$ cat config.mk
export PLATFORM = sky130hd
export DESIGN_NAME = text_grid_buffer
export DESIGN_NICKNAME = d
export VERILOG_FILES = /design/src/rtl/text_grid_buffer_pkg.sv /design/src/rtl/text_grid_store.sv /design/src/rtl/text_grid_buffer.sv
export SDC_FILE = /design/constraint.sdc
export NUM_CORES = 1
export LEC_CHECK = 0
export CORE_MARGIN = 5
export CORE_UTILIZATION = 45
export DETAILED_ROUTE_END_ITERATION = 8
export PLACE_DENSITY_LB_ADDON = 0.3
export SETUP_SLACK_MARGIN = 0.1
export SYNTH_ARGS = -nofsm -noshare
export SYNTH_HDL_FRONTEND = slang
export SYNTH_SLANG_ARGS = --single-unit
$ cat constraint.sdc
create_clock -name clk_pix -period 23.6 [get_ports clk_pix]
set_input_delay 2.36 -clock clk_pix [delete_from_list [all_inputs] [get_ports clk_pix]]
set_output_delay 2.36 -clock clk_pix [all_outputs]
set_load 0.01 [all_outputs]
$ cat src/rtl/text_grid_buffer_pkg.sv
// Shared constants and types for the character-cell text buffer.
// Control codes arrive on the same bus as printable characters.
package text_grid_buffer_pkg;

  localparam logic [7:0] CC_NEWLINE   = 8'h0D;
  localparam logic [7:0] CC_BACKSPACE = 8'h08;
  localparam logic [7:0] CC_CLEAR     = 8'h0C;

  localparam logic [6:0] BLANK_DEFAULT = 7'h20;

  typedef enum logic [1:0] {
    IDLE,
    SCROLL,
    CLEAR
  } grid_state_t;

  function automatic int cell_count(input int cols, input int rows);
    return cols * rows;
  endfunction

endpackage

$ cat src/rtl/text_grid_store.sv
// Cell array: one write port, a registered display read port (1-cycle latency)
// and a combinational sweep-source read port; async reset fills every cell with BLANK.
module text_grid_store
  import text_grid_buffer_pkg::*;
#(
  parameter int              NUM_CELLS = 50,
  parameter int              IDX_W     = 6,
  parameter int              CHAR_W    = 7,
  parameter logic [CHAR_W-1:0] BLANK   = CHAR_W'(BLANK_DEFAULT)
) (
  input  logic              clk_pix,
  input  logic              rst_pix,
  input  logic              wr_en,
  input  logic [IDX_W-1:0]  wr_addr,
  input  logic [CHAR_W-1:0] wr_dat,
  input  logic              rd_ok,
  input  logic [IDX_W-1:0]  rd_addr,
  output logic [CHAR_W-1:0] rd_char,
  input  logic [IDX_W-1:0]  src_addr,
  output logic [CHAR_W-1:0] src_dat
);

  logic [CHAR_W-1:0] cells [NUM_CELLS];

  // Display read samples the array before this edge's write lands.
  always_ff @(posedge clk_pix or posedge rst_pix) begin
    if (rst_pix) begin
      for (int i = 0; i < NUM_CELLS; i++) begin
        cells[i] <= BLANK;
      end
      rd_char <= BLANK;
    end else begin
      if (wr_en) begin
        cells[wr_addr] <= wr_dat;
      end
      rd_char <= rd_ok ? cells[rd_addr] : BLANK;
    end
  end

  assign src_dat = (int'(src_addr) < NUM_CELLS) ? cells[src_addr] : BLANK;

endmodule

$ cat src/rtl/text_grid_buffer.sv
// Text grid with cursor, backspace/newline/clear and scroll-on-overflow.
// Scroll and clear sweep one cell per cycle; strobes seen while busy are dropped and flagged.
module text_grid_buffer
  import text_grid_buffer_pkg::*;
#(
  parameter int                GRID_COL  = 10,
  parameter int                GRID_ROW  = 5,
  parameter int                CHAR_W    = 7,
  parameter bit                SCROLL_EN = 1'b1,
  parameter logic [CHAR_W-1:0] BLANK     = CHAR_W'(BLANK_DEFAULT)
) (
  input  logic                        clk_pix,
  input  logic                        rst_pix,
  input  logic [CHAR_W-1:0]           ascii_in,
  input  logic                        write_en,
  input  logic                        ctrl_en,
  input  logic [$clog2(GRID_COL)-1:0] rd_col,
  input  logic [$clog2(GRID_ROW)-1:0] rd_row,
  output logic [CHAR_W-1:0]           rd_char,
  output logic [$clog2(GRID_COL)-1:0] cursor_col,
  output logic [$clog2(GRID_ROW)-1:0] cursor_row,
  output logic                        busy,
  output logic                        drop_flag
);

  localparam int COL_W     = $clog2(GRID_COL);
  localparam int ROW_W     = $clog2(GRID_ROW);
  localparam int NUM_CELLS = cell_count(GRID_COL, GRID_ROW);
  localparam int IDX_W     = $clog2(NUM_CELLS);

  localparam logic [COL_W-1:0]  COL_LAST = COL_W'(GRID_COL - 1);
  localparam logic [ROW_W-1:0]  ROW_LAST = ROW_W'(GRID_ROW - 1);
  localparam logic [IDX_W-1:0]  IDX_LAST = IDX_W'(NUM_CELLS - 1);
  localparam logic [CHAR_W-1:0] NL_CODE  = CHAR_W'(CC_NEWLINE);
  localparam logic [CHAR_W-1:0] BS_CODE  = CHAR_W'(CC_BACKSPACE);
  localparam logic [CHAR_W-1:0] CLR_CODE = CHAR_W'(CC_CLEAR);

  grid_state_t       state_q, state_d;
  logic [IDX_W-1:0]  idx_q, idx_d;
  logic [COL_W-1:0]  col_q, col_d;
  logic [ROW_W-1:0]  row_q, row_d;
  logic              drop_q, drop_d;

  logic              wr_en;
  logic [IDX_W-1:0]  wr_addr;
  logic [CHAR_W-1:0] wr_dat;
  logic              adv;
  logic [IDX_W-1:0]  cur_idx;
  logic              rd_ok;
  logic [IDX_W-1:0]  rd_addr;
  logic [IDX_W-1:0]  src_addr;
  logic [CHAR_W-1:0] src_dat;
  logic              sweep_copy;

  assign cur_idx = IDX_W'(int'(row_q) * GRID_COL + int'(col_q));
  assign rd_ok   = (int'(rd_col) < GRID_COL) && (int'(rd_row) < GRID_ROW);
  assign rd_addr = rd_ok ? IDX_W'(int'(rd_row) * GRID_COL + int'(rd_col)) : '0;

  // Scroll pulls each cell from one row below; the last row has no source and fills BLANK.
  assign sweep_copy = (int'(idx_q) < NUM_CELLS - GRID_COL);
  assign src_addr   = sweep_copy ? IDX_W'(int'(idx_q) + GRID_COL) : '0;

  always_ff @(posedge clk_pix or posedge rst_pix) begin
    if (rst_pix) begin
      state_q <= IDLE;
      idx_q   <= '0;
      col_q   <= '0;
      row_q   <= '0;
      drop_q  <= 1'b0;
    end else begin
      state_q <= state_d;
      idx_q   <= idx_d;
      col_q   <= col_d;
      row_q   <= row_d;
      drop_q  <= drop_d;
    end
  end

  always_comb begin
    state_d = state_q;
    idx_d   = idx_q;
    col_d   = col_q;
    row_d   = row_q;
    drop_d  = drop_q;
    wr_en   = 1'b0;
    wr_addr = cur_idx;
    wr_dat  = BLANK;
    adv     = 1'b0;

    case (state_q)
      IDLE: begin
        if (ctrl_en) begin
          if (ascii_in == NL_CODE) begin
            col_d = '0;
            adv   = 1'b1;
          end else if (ascii_in == BS_CODE) begin
            // Either predecessor (same row or end of previous row) is cur_idx-1.
            if (col_q != '0) begin
              col_d   = col_q - COL_W'(1);
              wr_en   = 1'b1;
              wr_addr = cur_idx - IDX_W'(1);
            end else if (row_q != '0) begin
              row_d   = row_q - ROW_W'(1);
              col_d   = COL_LAST;
              wr_en   = 1'b1;
              wr_addr = cur_idx - IDX_W'(1);
            end
          end else if (ascii_in == CLR_CODE) begin
            col_d   = '0;
            row_d   = '0;
            drop_d  = 1'b0;
            idx_d   = '0;
            state_d = CLEAR;
          end
        end else if (write_en) begin
          wr_en  = 1'b1;
          wr_dat = ascii_in;
          if (col_q < COL_LAST) begin
            col_d = col_q + COL_W'(1);
          end else begin
            col_d = '0;
            adv   = 1'b1;
          end
        end

        if (adv) begin
          if (row_q < ROW_LAST) begin
            row_d = row_q + ROW_W'(1);
          end else if (SCROLL_EN) begin
            idx_d   = '0;
            state_d = SCROLL;
          end else begin
            row_d = '0;
          end
        end
      end

      SCROLL, CLEAR: begin
        wr_en   = 1'b1;
        wr_addr = idx_q;
        wr_dat  = (state_q == SCROLL && sweep_copy) ? src_dat : BLANK;
        if (write_en || ctrl_en) begin
          drop_d = 1'b1;
        end
        // Counter holds at the last cell rather than wrapping.
        if (idx_q == IDX_LAST) begin
          state_d = IDLE;
        end else begin
          idx_d = idx_q + IDX_W'(1);
        end
      end

      default: state_d = IDLE;
    endcase
  end

  text_grid_store #(
    .NUM_CELLS (NUM_CELLS),
    .IDX_W     (IDX_W),
    .CHAR_W    (CHAR_W),
    .BLANK     (BLANK)
  ) u_store (
    .clk_pix  (clk_pix),
    .rst_pix  (rst_pix),
    .wr_en    (wr_en),
    .wr_addr  (wr_addr),
    .wr_dat   (wr_dat),
    .rd_ok    (rd_ok),
    .rd_addr  (rd_addr),
    .rd_char  (rd_char),
    .src_addr (src_addr),
    .src_dat  (src_dat)
  );

  assign cursor_col = col_q;
  assign cursor_row = row_q;
  assign busy       = (state_q != IDLE);
  assign drop_flag  = drop_q;

endmodule
# Word-level counts from Yosys, hierarchy flattened
# Index checks and enable logic that the tools add are counted.
# W data, S select, Z words.
[totals]
latch_bits = 0
rom_bits = 0
mem_bits_rw = 0
n_memories = 0
reg_bits = 373
[classes]
eq_ne = 15
n_reduce_logical = 14
div = 0
addsub = 9
n_bitwise = 3
n_mul = 2
magnitude_cmp = 10
shift = 0
muxes = 73
[ops]
columns = ["op", "count"]
rows = [
  ["$bwmux W350", 1],
  ["$bmux W7 S6", 2],
  ["$mux W6", 14],
  ["$mux W7", 10],
  ["$demux W7 S6", 1],
  ["$mux W4", 8],
  ["$mux W3", 8],
  ["$pmux W6 S2", 2],
  ["$eq A7 B4 Y1 const B", 3],
  ["$ge A7 B7 Y1 const B", 3],
  ["$not A6 Y7", 3],
  ["$mux W1", 16],
  ["$mux W2", 7],
  ["$ne A2 B2 Y1 const B", 7],
  ["$pmux W7 S2", 1],
  ["$add A6 B4 Y6", 2],
  ["$lt A6 B6 Y1 const B", 2],
  ["$mul A3 B3 Y5 const B", 2],
  ["$lt A4 B4 Y1 const B", 2],
  ["$lt A7 B1 Y1 const B", 1],
  ["$add A6 B1 Y6 const B", 1],
  ["$add A6 B4 Y6 const B", 1],
  ["$eq A6 B6 Y1 const B", 1],
  ["$lt A3 B3 Y1 const B", 2],
  ["21 further kinds", 26],
]

# Longest topological paths before layout
[logic_depth]
word_depth = 15
depth_mapped = 13
ltp_nobuf = 10

# Modules after synthesis
# From an unflattened synthesis, not the netlist that was laid out.
[hier_totals]
hier_cells = 1626
area_unflattened_um2 = 21592.0
[by_module_without_submodules]
columns = ["mod", "area_each_um2", "cells_each", "n_inst", "seq_area_each_um2"]
rows = [
  ["text_grid_store", 19476.2, 1348, 1, 8997.4],
  ["text_grid_buffer", 2115.8, 278, 1, 400.4],
]

# Worst setup path before layout
# OpenSTA, ideal clock, no wires.
[synth_path]
path_kind = "input -> register"
start = "in rd_col[1]"
end = "reg u_store.rd_char[2]"
arrival_ps = 5016
setup_time_ps = 122
path_buffers = 1
path_stages = 9
path_slack_ps = 18462
cell_sequence = "ha_1 > fa_1 > inv_2 > nor3_1 > clkbuf_1 > mux4_2 > a22oi_1 > nand3_1 > a32o_1"
[synth_between]
elab_chain_cells = 8
[synth_rtl]
columns = ["item", "line", "text"]
rows = [
  ["from (decl)", "text_grid_buffer.sv:17", "input logic [$clog2(GRID_COL)-1:0] rd_col,"],
  ["parallel branches: the longest is 7 deep, another holds $add A6 B4 Y6", "n/a", ""],
  ["$mux W7 (*)", "text_grid_store.sv:36", "rd_char <= rd_ok ? cells[rd_addr] : BLANK;"],
  ["to (signal assigned)", "text_grid_store.sv:36", ""],
  ["to (decl)", "text_grid_store.sv:18", "output logic [CHAR_W-1:0] rd_char,"],
]
# Every way passes the cells marked *. The select of a mux whose other input is x is not followed.
# A chain may end at the register's enable or synchronous reset.

# Worst setup path after layout
[layout_path]
start = "reg idx_q[0]"
end = "reg u_store.cells[101] in the netlist's numbering"
[layout_between]
elab_chain_cells = 10
[layout_rtl]
columns = ["item", "line", "text"]
rows = [
  ["from (decl)", "text_grid_buffer.sv:39", "logic [IDX_W-1:0] idx_q, idx_d;"],
  ["from (signal assigned)", "text_grid_buffer.sv:72", "idx_q <= idx_d;"],
  ["$add A6 B4 Y6 / $lt A6 B6 Y1 (equally long branches)", "text_grid_buffer.sv:61, text_grid_buffer.sv:60", ""],
  ["$mux W6", "text_grid_buffer.sv:61", "assign src_addr = sweep_copy ? IDX_W'(int'(idx_q) + GRID_COL) : '0;"],
  ["$not A6 Y7 (implied by the code)", "text_grid_store.sv:40", "assign src_dat = (int'(src_addr) < NUM_CELLS) ? cells[src_addr] : BLANK;"],
  ["$bmux W7 S6", "text_grid_store.sv:40", ""],
  ["$mux W7 (implied by the code) (2 in series)", "text_grid_store.sv:40", ""],
  ["$mux W7", "text_grid_store.sv:40", ""],
  ["$mux W7", "text_grid_buffer.sv:141", "wr_dat = (state_q == SCROLL && sweep_copy) ? src_dat : BLANK;"],
  ["$pmux W7 S2", "text_grid_buffer.sv:90", "case (state_q)"],
  ["$bwmux W350 (*)", "text_grid_store.sv:34", "cells[wr_addr] <= wr_dat;"],
  ["to (signal, indexed assignment)", "text_grid_store.sv:34", ""],
  ["to (decl)", "text_grid_store.sv:23", "logic [CHAR_W-1:0] cells [NUM_CELLS];"],
]
# Mark *: on every way between the ends. The rest lies on a longest branch, timed or not. The select of a mux whose other input is x is not followed.

==> metrics.txt <==
Die H 238 um; Peak VDD IR 0.115 mV; Detailed Place HPWL 56.4 mm; setup violators final 0; Setup TNS 0 ps; post-synth top area cell dfrtp_1; I/O pin total 34; postcts setup bufs 0; routability cong. 1.02; die area 56500 um2; Peak Freq 160 MHz; Root Driver clkbuf_16; largest net degree at the start of global routing 119; Post-synth top cells mux2_2, dfrtp_1, nand2_1, mux2i_1, clkbuf_1; clock-pin slew on the worst setup and hold paths 60 ps; setup ws final 17360 ps; post-route cell area 25500 um2; clk_lat worst skew 600 ps; Total GRT Usage 0.293; # H-tree levels 2; top cell type's share of synthesized area 0.346; DP Worst Slack 16990 ps; post_cts resized 0; Final ANT Viol Nets 0; Hold WC Path Type flop to flop; Via-to-Cell Ratio 6.88; worst-path cell chain buf_4, buf_4, buf_4, nand2b_1, a21oi_1, o41ai_1, a211oi_1, o221ai_1, o311a_2, mux2_2; EDFF count, synth 0; buffer depth of the longest clock path 3; sequential share of power 0.302; initial antenna violation count 3; RSZ-0062 raised after global routing no; Post-Syn Area per Cell 10.7 um2; syn nets 2221; Top FF cell, synth dfrtp_1; drc violations 0; DIE WIDTH 238 um; Via Count 19.6k; Int Pwr 1.79 mW; most used cell, CP buf_4; Clock Sinks 373; most common cell in the synthesized netlist mux2_2; crit path DAT 6760 ps; Pins Over Slew Limit 0; clock share of power 0.194; Rel. slew slack 0.111; CP Class flop to flop; Net Sw Frac 0.472; placed instance area 24200 um2; NetSw 1.60 mW; Setup Skew 25.8 ps; share of the yosys chip area belonging to registers 0.403; cell count after synthesis 2178; CTS Buf Count 42; Synth Warn # 0; status finished, final reports clean; PortBufs 33; share of layout cells above drive strength 1 0.295; synth unique cells 98; Tcrit/Tclk final 0.264; Hold Fails Final Rpt 0; Worst path max stage delay 1090 ps; cts hold-fix bufs 0; gr ovfl total 0; Critical Path Slowest Stage Cell o311a_2; vias in the first global route 18.8k; Worst Max-Slew Pin Slew 1320 ps; DRT Wirelength 85.3 mm; global-route wire length before repair 126 mm; router iterations before antenna repair 8; Non-Filler Instances 2850; P&R area growth vs syn 9.51%; startpoint types flop; Critical Path Sink Type flop; Starting Density 0.454; dpl cells 2772; post-synthesis instance area 23300 um2; fin crit period 6240 ps; Power Dens Cells 133 nW/um2; DR iter-0 viols 2522; Comb pwr share 0.504; WP data required 24120 ps; total core area 51300 um2; # rows 83; asr flop ratio synth 1.00; DR WL/cell 29.9 um; leakage 10.9 nW; Max Fanout on Critical Path 57; top cells by area, synth dfrtp_1, mux2_2, dfstp_2, mux2i_1, nand2_1; Net count, final 2179; CTS tree yes; FF+latch count, synth 373; maxcap violations 0
[power groups by stage]
stage,Clock (mW),Combinational [mW],Sequential [mW]
finish,0.657,1.71,1.02
global route,0.688,1.78,1.04
CTS,0.662,1.65,1.01
detailed placement,0,1.65,1.02
global placement,0,1.62,1.01
floorplan,0,1.18,0.953
[critical path: cells and delay by family, from the launching register on]
kind / cells / cell delay [ps]
flops: 1 / 740
simple gates: 1 / 650
buf+inv: 3 / 1800
mux: 1 / 340
compound gates: 5 / 2550
[registers in the layout (all words and copies together), names as in the netlist]
register         cells
drop_flag            1
cursor_col           4
u_store.cells      350
state_q              2
cursor_row           3
idx_q                6
u_store.rd_char      7
[through the flow]
step	hold slack [ps]	util	total power, mW
after global routing	530	0.498	3.51
after detailed placement	494	0.471	2.67
after floorplan	467	-	2.14
after CTS	508	0.498	3.33
after global placement	485	0.471	2.63
final	507	0.498	3.39
[final cells by class]
class                      count  area (um2)
clock buffer                  65        1220
tap                          680         851
fill                        4655       25800
sequential                   373        9410
clock inverter                12         123
timing repair buffer          83         703
multi-input combinational   1603       13100
inverter                      33         131
antenna                        1        2.50
[cell families (layout without fill, tap and decap cells)]
group / Yosys count / count (layout) / synth area share
multiplexers: 518 / 518 / 0.257
XOR/XNOR: 13 / 13 / 0.00488
buffers and inverters: 202 / 193 / 0.0371
AO/OA/AOI/OAI: 510 / 510 / 0.156
other: 0 / 1 / 0
adder cells (fa/ha/maj): 25 / 25 / 0.0141
flip-flops: 373 / 373 / 0.403
AND/OR/NAND/NOR: 537 / 537 / 0.127
[metal layers]
| metal | global-route usage | share of wire | up-vias |
|---|---|---|---|
| met1 | 0.393 | 0.39 | 9918 |
| met3 | 0.104 | 0.13 | 306 |
| met2 | 0.430 | 0.42 | 1241 |
| met4 | 0.129 | 0.055 | 6 |
| met5 | 0.00589 | 0.00086 | - |
| li1 | - | - | 8140 |
[cells in the final DEF, fill, tap and decap left out, drive strengths merged, types with 40 or more instances in the layout]
cell and n:
a211oi 67, mux2 385, nor2 88, a21oi 93
nand2 181, nand3 73, o21ai 97, dfstp 51
buf 51, mux2i 110, clkbuf 65, nor3 83
nor2b 40, dfrtp 322
[final timing paths]
kind / to / cells past startpoint / slack, ps / start
worst min register to register: u_store.cells[198] / 1 / 510 / u_store.cells[198]
min in group asynchronous: u_store.cells[249] / 2 / 2320 / rst_pix
worst min-delay path: u_store.cells[198] / 1 / 510 / u_store.cells[198]
max in group asynchronous: u_store.cells[232] / 5 / 18170 / rst_pix
worst max-delay path: u_store.cells[101] / 10 / 17360 / idx_q[0]
worst max register to register: u_store.cells[101] / 10 / 17360 / idx_q[0]
(Power assumes the default switching activity.)
